**config.mk**
```make
export PLATFORM = sky130hd
export DESIGN_NAME = fb_access_arbiter
export DESIGN_NICKNAME = d
export VERILOG_FILES = /design/src/rtl/fb_access_arbiter.sv
export SDC_FILE = /design/constraint.sdc
export NUM_CORES = 1
export LEC_CHECK = 0
export BUFFER_PORTS_ARGS = -buffer_cell sky130_fd_sc_hd__buf_2
export CAP_MARGIN = 10
export CORE_UTILIZATION = 52
export DETAILED_ROUTE_END_ITERATION = 12
export MAX_ROUTING_LAYER = met4
export PLACE_DENSITY = 0.86
export SETUP_SLACK_MARGIN = 0.3
export SYNTH_ARGS = -nofsm -noshare
export SYNTH_HDL_FRONTEND = slang
export SYNTH_SLANG_ARGS = --single-unit
```
**constraint.sdc**
```tcl
create_clock -name clock -period 3.1 [get_ports clock]
set_clock_uncertainty 0.05 [all_clocks]
set_input_delay 0.465 -clock clock [delete_from_list [all_inputs] [get_ports clock]]
set_output_delay 0.465 -clock clock [all_outputs]
set_load 0.01 [all_outputs]
```
**src/rtl/fb_access_arbiter.sv**
```systemverilog
// Frame-buffer access arbiter: VGA pixel fetch has fixed priority, the CPU gets leftover cycles.
// Define FB_VBLANK_WRITE_EN to restrict CPU writes to blanking (vga_blank_n=0).
module fb_access_arbiter #(
    parameter int ADDR_W = 16,
    parameter int DATA_W = 16,
    parameter int CNT_W  = 16
) (
    input  logic              clock,
    input  logic              reset,
    input  logic              vga_rd_req,
    input  logic [ADDR_W-1:0] vga_rd_addr,
    output logic [DATA_W-1:0] vga_rd_data,
    output logic              vga_rd_valid,
    input  logic              vga_blank_n,
    input  logic              cpu_req,
    input  logic              cpu_we,
    input  logic [ADDR_W-1:0] cpu_addr,
    input  logic [DATA_W-1:0] cpu_wdata,
    output logic [DATA_W-1:0] cpu_rdata,
    output logic              cpu_ack,
    output logic              mem_en,
    output logic              mem_we,
    output logic [ADDR_W-1:0] mem_addr,
    output logic [DATA_W-1:0] mem_wdata,
    input  logic [DATA_W-1:0] mem_rdata,
    output logic [CNT_W-1:0]  contention_cnt
);
    localparam int STAGES = 1;

    typedef enum logic [1:0] {C_IDLE, C_WAIT, C_RDATA, C_ACK} cpu_state_t;

    typedef struct packed {
        logic              we;
        logic [ADDR_W-1:0] addr;
        logic [DATA_W-1:0] wdata;
    } cpu_txn_t;

    cpu_state_t      state, state_nxt;
    cpu_txn_t        held;
    logic [STAGES:0] vld_pipe;
    logic            cpu_elig;
    logic            grant;

`ifdef FB_VBLANK_WRITE_EN
    // writes wait for blanking so a frame is never scanned half-updated
    assign cpu_elig = !held.we || !vga_blank_n;
`else
    logic unused_blank_n;
    assign unused_blank_n = vga_blank_n;
    assign cpu_elig       = 1'b1;
`endif

    assign grant = (state == C_WAIT) && !vga_rd_req && cpu_elig;

    // RAM port is combinational; gated by reset so the RAM stays idle while reset is held
    always_comb begin
        mem_en    = 1'b0;
        mem_we    = 1'b0;
        mem_addr  = '0;
        mem_wdata = '0;
        if (reset) begin
            if (vga_rd_req) begin
                mem_en   = 1'b1;
                mem_addr = vga_rd_addr;
            end else if (grant) begin
                mem_en    = 1'b1;
                mem_we    = held.we;
                mem_addr  = held.addr;
                mem_wdata = held.wdata;
            end
        end
    end

    // vld_pipe[0] marks the cycle mem_rdata carries VGA data; [STAGES] is the registered strobe
    always_ff @(posedge clock or negedge reset) begin
        if (!reset) begin
            vld_pipe    <= '0;
            vga_rd_data <= '0;
        end else begin
            vld_pipe <= {vld_pipe[STAGES-1:0], vga_rd_req};
            if (vld_pipe[0]) vga_rd_data <= mem_rdata;
        end
    end

    assign vga_rd_valid = vld_pipe[STAGES];

    always_ff @(posedge clock or negedge reset) begin
        if (!reset) state <= C_IDLE;
        else        state <= state_nxt;
    end

    always_comb begin
        state_nxt = state;
        case (state)
            C_IDLE:  if (cpu_req) state_nxt = C_WAIT;
            C_WAIT:  if (grant) state_nxt = held.we ? C_ACK : C_RDATA;
            C_RDATA: state_nxt = C_ACK;
            C_ACK:   state_nxt = C_IDLE;
            default: state_nxt = C_IDLE;
        endcase
    end

    always_comb begin
        cpu_ack = (state == C_ACK);
    end

    always_ff @(posedge clock or negedge reset) begin
        if (!reset) begin
            held           <= '0;
            cpu_rdata      <= '0;
            contention_cnt <= '0;
        end else begin
            if (state == C_IDLE && cpu_req) begin
                held.we    <= cpu_we;
                held.addr  <= cpu_addr;
                held.wdata <= cpu_wdata;
            end
            if (state == C_RDATA) cpu_rdata <= mem_rdata;
            // every denied C_WAIT cycle counts, whether lost to VGA or to active video
            if (state == C_WAIT && !grant && contention_cnt != {CNT_W{1'b1}})
                contention_cnt <= contention_cnt + {{(CNT_W-1){1'b0}}, 1'b1};
        end
    end
endmodule

```
==> out/metrics.yaml, run 1 <==
status: "complete, no violations"
clk_latency_ns: 0.35
power_mw: 3.852
finalCritPeriodShare_pct: 82.98
h-tree-depth: 3
die_w_um: 86.55
drt_iter0_markers: 69
tns_ns: 0
antenna_left: 0
hold_depth: 1
firstDrtPassIters: 5
clock_tree.buffer_depth: 2
start_kind: "flip-flop"
avgSynthCellArea_um2: 13.72
hold_viol_final: 0
required_ns: 2.58
track_usage_pct: 22.58
clk_pin_slew_worst_paths_ns: 0.08
ys_seq_area_share_pct: 57.22
die_h_um: 86.55
grt_pass1_vias: 2610
arrival_ns: 2.06
insertedDiodeCount: 0
rsz0062_at_grt: "false"
drive_gt1_share_pct: 56.88
io_buffer_count: 152
setup_viol: 0
final_cell_mix: "buf_2 (151), dfrtp_1 (85), mux2_2 (69)"
wl_per_cell_um: 14.98
fin_nets: 500
p_per_area_mw_per_mm2: 801.9
cts_hold_buf: 0
cts_tree: "built"
post-route-drc-count: 0
grt_pass1_wl_um: 12420
power_leakage_nw: 2.428
gp_congestion: 0.7587
core_mm2: 0.006832
cts_buffers: 9
viasPerCell: 5.194
postSynthCellCount: 271
vias: 2727
antenna_found_initial: 0
final_common_cell: "buf_2"
path_class: "reg2out"
hold_path_class: "in2reg"
placementRows: 30
yosysUniqueCellTypes: 32
cts_num_sinks: 85
cp_max_fo: 33
start_util_pct: 54.41
crit_path_end_kind: "output pin"
grt_overflow: 0
io_pins: 154
worst_pin_slew_ns: 1.042
timing.fmax_ghz: 0.3887
ctsResizeCount: 0
drv_slew: 0
synth_area_mm2: 0.003717
finalCriticalPeriod_ns: 2.572
wl_um: 7863
reg2regPathDepth: 6
worst_hold_slack_ns: 0.2743
cts_setup_buffers: 0
grt_max_degree: 87
syn2layout_area_growth_pct: 29.22
clock-root-buffer: "clkbuf_8"
synth_seq_cells: 85
dp.final_hpwl_um: 5666
ys_warn_count: 0
vdd_drop_max_v: 0.0004843
slew_headroom_pct: 30.54
syn-num-nets: 347
dieArea_mm2: 0.007491
max-cap-violations: 0
## Yosys cell counts
| master | count | area, um2 |
|---|---|---|
| a2111oi_0 | 1 | 8.760 |
| a21oi_1 | 1 | 5.000 |
| a22o_1 | 16 | 140.1 |
| and2_1 | 18 | 112.6 |
| and3_2 | 1 | 7.510 |
| and3b_1 | 1 | 8.760 |
| and4_1 | 2 | 17.52 |
| and4_2 | 1 | 10.01 |
| buf_2 | 7 | 35.03 |
| clkbuf_1 | 5 | 18.77 |
| clkbuf_2 | 1 | 5.000 |
| dfrtp_1 | 85 | 2127 |
| ha_1 | 6 | 75.07 |
| inv_1 | 4 | 15.01 |
| mux2_1 | 1 | 11.26 |
| mux2_2 | 69 | 777.0 |
| nand2_1 | 9 | 33.78 |
| nand2b_1 | 1 | 6.260 |
| nand3_1 | 7 | 35.03 |
| nand4_1 | 6 | 37.54 |
| nand4_2 | 1 | 12.51 |
| nand4_4 | 1 | 21.27 |
| nand4b_1 | 2 | 17.52 |
| nor2_1 | 3 | 11.26 |
| nor3_1 | 5 | 25.02 |
| nor3_2 | 1 | 10.01 |
| o211ai_1 | 1 | 7.510 |
| o21a_1 | 1 | 7.510 |
| o21ai_0 | 1 | 5.000 |
| o21bai_1 | 1 | 7.510 |
| xnor2_1 | 9 | 78.83 |
| xor2_1 | 3 | 26.28 |
## where the power goes
part           switching, mW  leakage [nW]  internal (mW)  total, mW
Combinational          0.540          1.28          0.661       1.20
Sequential             0.222          1.03           1.51       1.73
Clock                  0.385         0.116          0.535      0.920
Total                   1.15          2.43           2.70       3.85
## layout make-up
class                   instances  area (um2)
well taps                      96       120.1
inverters                       4       15.01
clock inverters                 6       111.4
clock buffers                  10       127.6
multi-input cells             169        1516
repair buffers                155       785.8
fillers                       521        2028
flip-flops and latches         85        2127
## cells by family after synthesis
kind of cell | Yosys count | synth area share [%]
adders and majority gates | 6 | 2.019
xor gates and xnor gates | 12 | 2.828
muxes | 70 | 21.21
DFF | 85 | 57.22
AOI/OAI and AO/OA | 22 | 4.880
and+or+nand+nor | 59 | 9.862
buffers and inverters | 17 | 1.986
## state kept, by name, indices dropped and copies added, names as in the netlist
signal / flops
vld_pipe: 2
held: 33
contention_cnt: 16
cpu_rdata: 16
vga_rd_data: 16
state: 2
## worst max-delay path, stage by stage, from the launching register on
cell and delay (ns):
dfrtp_1 0.43, inv_1 0.13, ha_1 0.31, and3b_1 0.20, buf_4 0.28, a22o_1 0.21
buf_2 0.13
## through the flow
| step | util, % | instances | cell area (um2) | setup slack (ns) |
|---|---|---|---|---|
| after global placement | 66.81 | 509 | 4564 | 0.8009 |
| after floorplan | - | 271 | 3717 | 1.102 |
| final | 70.31 | 525 | 4803 | 0.5276 |
| after global routing | 70.31 | 525 | 4803 | 0.3767 |
| after detailed placement | 66.81 | 509 | 4564 | 0.7853 |
| after CTS | 70.31 | 525 | 4803 | 0.4980 |
## metal layers
metal  track usage [%]  up-vias  part of all wire [%]  wire, um
li1                  -     1277                     -         -
met1             26.04     1338                    41      3229
met2             39.03      102                    52      4082
met3             4.571       10                   5.5       431
met4             8.485        0                   1.5       119
met5                 -        -                     0         0
## final timing paths
check / start / endpoint / slack (ns)
worst max-delay path: state[1] / mem_addr[15] / 0.53
worst min-delay path: vga_rd_req / vld_pipe[0] / 0.27
worst max register to register: state[1] / contention_cnt[11] / 1.16
worst min register to register: held[10] / held[10] / 0.45
max in group asynchronous: reset / held[9] / 1.97
min in group asynchronous: reset / vga_rd_data[12] / 0.36
No activity file was read; power rests on OpenSTA's default activity.
==> run 2: changes to the inputs <==
--- a/config.mk
+++ b/config.mk
@@ -7,10 +7,10 @@
 export LEC_CHECK = 0
 export BUFFER_PORTS_ARGS = -buffer_cell sky130_fd_sc_hd__buf_2
 export CAP_MARGIN = 10
-export CORE_UTILIZATION = 52
+export CORE_UTILIZATION = 43
 export DETAILED_ROUTE_END_ITERATION = 12
 export MAX_ROUTING_LAYER = met4
-export PLACE_DENSITY = 0.86
+export PLACE_DENSITY = 0.76
 export SETUP_SLACK_MARGIN = 0.3
 export SYNTH_ARGS = -nofsm -noshare
 export SYNTH_HDL_FRONTEND = slang
==> constraint.sdc (replaced) <==
create_clock -name clock -period 2.35 [get_ports clock]
set_clock_uncertainty 0.05 [all_clocks]
set_input_delay 0.3525 -clock clock [delete_from_list [all_inputs] [get_ports clock]]
set_output_delay 0.3525 -clock clock [all_outputs]
set_load 0.01 [all_outputs]
==> out/metrics.yaml, run 2 (synthesis gave the netlist of run 1 again) <==
status: "complete, no violations"
worst_hold_slack_ns: 0.1632  # -0.1111 ns
hold_depth: 1  # unchanged
hold_path_class: "in2reg"
rr_endpoint: "held[31]"
syn2layout_area_growth_pct: 36.32
power_leakage_nw: 2.518  # +3.7%
finalCritPeriodShare_pct: 92.18
clock_tree.buffer_depth: 2  # unchanged
cts_tree: "built"
dieArea_mm2: 0.009021  # +20%
cts_hold_buf: 0  # unchanged
final_common_cell: "buf_2"
p_per_area_mw_per_mm2: 1019  # +27%
grt_pass1_wl_um: 12400  # -0.17%
cellInternalPower_mw: 3.538  # +31%
wl_um: 8513  # +8.3%
antenna_left: 0  # unchanged
gp_congestion: 0.7769  # +2.4%
final_cell_mix: "buf_2 (139), dfrtp_1 (85), mux2_2 (69)"
finalCriticalPeriod_ns: 2.166
vdd_drop_max_v: 0.0005154  # +6.4%
max-cap-violations: 0  # unchanged
wl_per_cell_um: 15.56  # +3.9%
grt_pass1_vias: 2646  # +1.4%
swShare_pct: 31.50  # +1.7 points
drv_slew: 0  # unchanged
reg2regPathDepth: 7  # +1
start_kind: "flip-flop"
timing.fmax_ghz: 0.4616
clk_latency_ns: 0.34  # about the same
arrival_ns: 1.76  # -0.30 ns
io_pins: 154  # unchanged
hold_viol_final: 0  # unchanged
firstDrtPassIters: 4  # -1
fin_nets: 513  # +2.6%
r2r_start: "state[0]"
grt_overflow: 0  # unchanged
min_to: "vld_pipe[0]"
required_ns: 1.95  # -0.63 ns
h-tree-depth: 3  # unchanged
rsz0062_at_grt: "true"
dp.final_hpwl_um: 5712  # +0.82%
core_mm2: 0.008299  # +21%
largest_register: "held"
cts_buffers: 9  # unchanged
insertedDiodeCount: 0  # unchanged
clock-root-buffer: "clkbuf_8"
worst_pin_slew_ns: 1.040  # -0.002255 ns
path_class: "reg2out"
clk_pin_slew_worst_paths_ns: 0.08  # about the same
placementRows: 33  # +10%
cp_max_fo: 5  # -85%
tns_ns: 0  # unchanged
rrSetupSlack_ns: 0.40  # -0.76 ns
io_buffer_count: 152  # unchanged
post-route-drc-count: 0  # unchanged
cts_num_sinks: 85  # unchanged
viasPerCell: 5.099  # -1.8%
p_sw_mw: 1.627  # +42%
p_comb_share_pct: 35.4  # +4.2 points
largest_reg_flops: 33  # unchanged
power_frac_seq_pct: 44.3  # -0.6 points
slew_headroom_pct: 30.69  # +0.15 points
drt_iter0_markers: 71  # +2.9%
crit_path_end_kind: "output pin"
min_from: "vga_rd_req"
start_util_pct: 44.79  # -9.6 points
power_mw: 5.165  # +34%
p_clk_share_pct: 20.3  # -3.6 points
track_usage_pct: 18.74  # -3.8 points
vias: 2789  # +2.3%
drive_gt1_share_pct: 61.76  # +4.9 points
die_h_um: 94.98  # +9.7%
die_w_um: 94.98  # +9.7%
grt_max_degree: 86  # -1.1%
antenna_found_initial: 0  # unchanged
setup_viol: 0  # unchanged
[run 2: cell count changes in the layout (fill, tap and decap cells not counted), sizes merged]
cell	previous run	this run
inv	4	6
buf	155	165
clkinvlp	1	2
bufinv	3	1
clkbuf	10	12
[run 2: repair_timing]
item / 4_1_cts / 5_1_grt
gates cloned: 0 / 4
buffers inserted: 2 / 5
setup endpoints to repair: 33 / 33
pin swaps: 0 / 30
resized for setup: 4 / 27
[run 2: per-layer routing]
layer | routed length, um | GRT usage (%) | up-vias | share of wire (%)
li1 | - | - | 1304 | -
met1 | 3480 | 20.93 | 1386 | 41
met2 | 4480 | 32.49 | 87 | 53
met3 | 393 | 3.140 | 12 | 4.6
met4 | 159 | 8.965 | 0 | 1.9
met5 | 0 | - | - | 0
[run 2: worst max-delay path: stages, from the launching register on]
cell and delay (ns):
dfrtp_1 0.42, ha_4 0.18, and3b_2 0.28, clkbuf_16 0.19
a22o_1 0.21, buf_2 0.14
[run 2: worst max path at each step]
| stage | start | end | slack (ns) | cells past startpoint |
|---|---|---|---|---|
| CTS | state[1] | mem_addr[8] | 0.19 | 6 |
| global route | state[1] | mem_addr[0] | 0.09 | 6 |
| floorplan | state[1] | mem_wdata[10] | 0.46 | 6 |
| detailed placement | state[1] | mem_addr[8] | 0.40 | 6 |
| global placement | state[1] | mem_addr[2] | 0.46 | 6 |
| finish | state[0] | mem_addr[8] | 0.18 | 5 |
[run 2: through the flow]
| stage | area (um2) | instances | utilization (%) | setup WS [ns] |
|---|---|---|---|---|
| 2_1_floorplan | 3717 | 271 | - | 0.4644 |
| 3_3_place_gp | 4591 | 520 | 55.31 | 0.4573 |
| 3_5_place_dp | 4591 | 520 | 55.31 | 0.4022 |
| 4_1_cts | 4827 | 538 | 58.16 | 0.1877 |
| 5_1_grt | 5067 | 547 | 61.06 | 0.09380 |
| 6_report | 5067 | 547 | 61.06 | 0.1837 |
[run 2: area by class of cell]
type	count	area (um2)
clock buffer	9	123.9
clock inverter	7	82.58
fill	699	3232
inverter	4	15.01
multi-input combinational	169	1560
sequential	85	2127
tap	105	131.4
timing repair buffer	168	1027
[run 2: power by group through the flow]
stage	Sequential, mW	Clock [mW]	Combinational, mW
after floorplan	2.35	0	0.972
after CTS	2.27	1.10	1.68
after global routing	2.36	1.15	1.99
after detailed placement	2.31	0	1.64
after global placement	2.28	0	1.57
final	2.29	1.05	1.83
==> run 3: changes to the inputs <==
--- a/config.mk
+++ b/config.mk
@@ -5,12 +5,14 @@
 export SDC_FILE = /design/constraint.sdc
 export NUM_CORES = 1
 export LEC_CHECK = 0
+export ABC_AREA = 1
 export BUFFER_PORTS_ARGS = -buffer_cell sky130_fd_sc_hd__buf_2
 export CAP_MARGIN = 10
-export CORE_UTILIZATION = 43
+export CORE_UTILIZATION = 44
 export DETAILED_ROUTE_END_ITERATION = 12
 export MAX_ROUTING_LAYER = met4
 export PLACE_DENSITY = 0.76
+export RECOVER_POWER = 100
 export SETUP_SLACK_MARGIN = 0.3
 export SYNTH_ARGS = -nofsm -noshare
 export SYNTH_HDL_FRONTEND = slang
==> out/metrics.yaml, run 3 <==
rr_endpoint: "cpu_rdata[8]"
grt_max_degree: 67  # -22%
clock_tree.buffer_depth: 2  # unchanged
crit_path_end_kind: "output pin"
wl_met2_um: 4489  # +0.20%
highest_layer: "met4"
io_pins: 154  # unchanged
tns_ns: 0  # unchanged
final.fill_count: 808  # +16%
power_mw: 5.258  # +1.8%
power_leakage_nw: 2.433  # -3.4%
track_usage_pct: 20.34  # +1.6 points
dieArea_mm2: 0.009314  # +3.2%
finalWorstSetupSlack_ns: 0.2075  # +0.02381 ns
ys_warn_count: 0  # unchanged
cts_num_sinks: 85  # unchanged
path_class: "in2out"
fin_nets: 653  # +27%
synth.largest_area_cell: "dfrtp_1"
critPathSlowestCell: "clkbuf_1"
crit_buf_inv: 4  # +2
rrSetupSlack_ns: 0.32  # -0.08 ns
placementRows: 34  # +3.0%
wl_um: 8796  # +3.3%
gp_congestion: 0.7699  # -0.90%
io_buffer_count: 152  # unchanged
pre_cts_ws_ns: 0.3886  # -0.01361 ns
vdd_drop_max_v: 0.0004922  # -4.5%
clk_latency_ns: 0.34  # about the same
reg2regPathDepth: 4  # -3
largest_register: "held"
core_mm2: 0.008678  # +4.6%
cp_max_fo: 20  # +15
dpl.cell_count: 668  # +28%
synth-main-ff-cell: "dfrtp_1"
start_util_pct: 45.29  # +0.49 points
p_per_area_mw_per_mm2: 1032  # +1.3%
insertedDiodeCount: 0  # unchanged
ys_seq_area_share_pct: 54.12  # -3.1 points
synth_top_cells_by_area: "dfrtp_1 (54%), mux2_2 (9.2%), nor2_1 (6.4%), inv_1 (4.9%), nand2_1 (4.9%)"
vias: 3381  # +21%
grt_pass1_wl_um: 14120  # +14%
required_ns: 1.95  # about the same
worst_pin_slew_ns: 1.529  # +0.4897 ns
dp.final_hpwl_um: 6126  # +7.2%
cts_tree: "built"
drt_iter0_markers: 70  # -1.4%
synth_area_mm2: 0.003930  # +5.7%
antenna_left: 0  # unchanged
drive_gt1_share_pct: 25.95  # -36 points
grt_overflow: 0  # unchanged
h-tree-depth: 3  # unchanged
rsz0062_at_grt: "true"
syn-num-nets: 499  # +44%
violations: "max-capacitance violations, max-slew violations"
timing.fmax_ghz: 0.4667  # +1.1%
hold_path_class: "in2reg"
die_h_um: 96.51  # +1.6%
die_w_um: 96.51  # +1.6%
final_cell_mix: "dfrtp_1 (85), clkbuf_1 (83), buf_2 (67)"
viasPerCell: 4.900  # -3.9%
synth_edf_count: 0  # unchanged
clock-root-buffer: "clkbuf_8"
firstDrtPassIters: 5  # +1
avgSynthCellArea_um2: 9.291  # -32%
largest_reg_flops: 33  # unchanged
cp_common_cell: "clkbuf_1"
path_cells: "clkbuf_1 > nand3b_1 > buf_6 > clkbuf_16 > nor2_2 > clkbuf_1"
syn2layout_area_growth_pct: 29.61
clk_pin_slew_worst_paths_ns: 0.10  # +0.02 ns
finalCriticalPeriod_ns: 2.143  # -0.02381 ns
fin_util_pct: 58.69  # -2.4 points
start_kind: "input port"
grt_pass1_vias: 3162  # +20%
cts_buffers: 9  # unchanged
wl_met1_um: 3738  # +7.4%
yosys-top-cells-count: "dfrtp_1 (85), nor2_1 (67), inv_1 (51), nand2_1 (51), a21oi_1 (34)"
instances_no_fill: 690  # +26%
yosysMostFrequentCell: "dfrtp_1"
slowest_delay_ns: 0.63  # +0.21 ns
wl_per_cell_um: 12.75  # -18%
synthArstFlopShare_pct: 100.0  # unchanged
arrival_ns: 1.74  # -0.02 ns
slew_headroom_pct: -1.957  # -33 points
wl_met3_um: 517  # +32%
hold_depth: 2  # +1
design_area_mm2: 0.005094  # +0.52%
setup_viol: 0  # unchanged
dpl_cell_area_mm2: 0.004783  # +4.2%
synth_top_area_share_pct: 54.12  # -3.1 points
min_to: "cpu_rdata[11]"
cp_top_family: "buffers and inverters"
final_common_cell: "dfrtp_1"
hold_viol_final: 0  # unchanged
drv_slew: 30  # +30
r2r_start: "state[0]"
post-route-drc-count: 0  # unchanged
max-cap-violations: 1  # +1
worst_hold_slack_ns: 0.1939  # +0.03073 ns
finalCritPeriodShare_pct: 91.17  # -1.0 points
synth_seq_cells: 85  # unchanged
antenna_found_initial: 0  # unchanged
min_from: "mem_rdata[11]"
status: "finished, violations left"
postSynthCellCount: 423  # +56%
yosysUniqueCellTypes: 24  # -25%
==> run 3: cell types whose count changed after synthesis, sizes merged, moves of 31 or more <==
cell   change
nand2     +46
nor2      +66
a21oi     +33
mux2      -38
o21ai     +31
inv       +47
==> run 3: worst reg2reg max path, stage by stage, from the launching register on <==
cell and delay, ns:
dfrtp_1 0.44, inv_1 0.16, ha_1 0.17, clkbuf_1 0.67, mux2_2 0.43
==> run 3: what timing repair did <==
action                                  in CTS  in global routing
buffers inserted                             3                  0
resized for setup                           16                 23
pin swaps                                    0                  0
cloned                                       1                  1
endpoints found under the setup margin      33                 42
hold buffers                                 1                  0
endpoints found under the hold margin        9                  0
==> run 3: power by group <==
part           switching, mW  internal, mW
Sequential             0.249          1.96
Combinational           1.05         0.731
Clock                  0.547         0.723
==> run 3: layout make-up <==
| class | count | area (um2) | area share, % |
|---|---|---|---|
| clock inverter | 7 | 127.6 | 2.506 |
| inverter | 51 | 191.4 | 3.758 |
| clock buffer | 9 | 123.9 | 2.432 |
| timing repair buffer | 163 | 807.0 | 15.84 |
| sequential | 85 | 2127 | 41.76 |
| tap | 108 | 135.1 | 2.653 |
| multi-input combinational | 267 | 1582 | 31.05 |
==> run 3: cell families (layout without fill, tap and decap cells) <==
logic type	count (synthesis)	in the layout	synth area share, %
AOI/OAI and AO/OA	67	67	9.073
adders and majority gates	6	6	1.910
xor gates and xnor gates	7	7	1.560
DFF	85	85	54.12
and+or+nand+nor	155	155	16.81
buffers and inverters	71	230	7.354
muxes	32	32	9.169
==> run 3: worst max path at each step <==
stage,depth (start not counted),slack [ns],end,from
final,6,0.21,mem_wdata[14],vga_rd_req
after global placement,8,0.42,contention_cnt[14],contention_cnt[0]
after floorplan,5,0.60,mem_addr[12],state[1]
after global routing,6,0.11,mem_wdata[0],vga_rd_req
after detailed placement,8,0.39,contention_cnt[7],contention_cnt[0]
after CTS,7,0.28,mem_we,state[1]
==> run 3: per-layer routing <==
| metal | track usage [%] | up-vias |
|---|---|---|
| met1 | 24.45 | 1614 |
| met2 | 34.51 | 104 |
| met3 | 3.991 | 4 |
| met4 | 6.373 | 0 |
| li1 | - | 1659 |
| met5 | - | - |
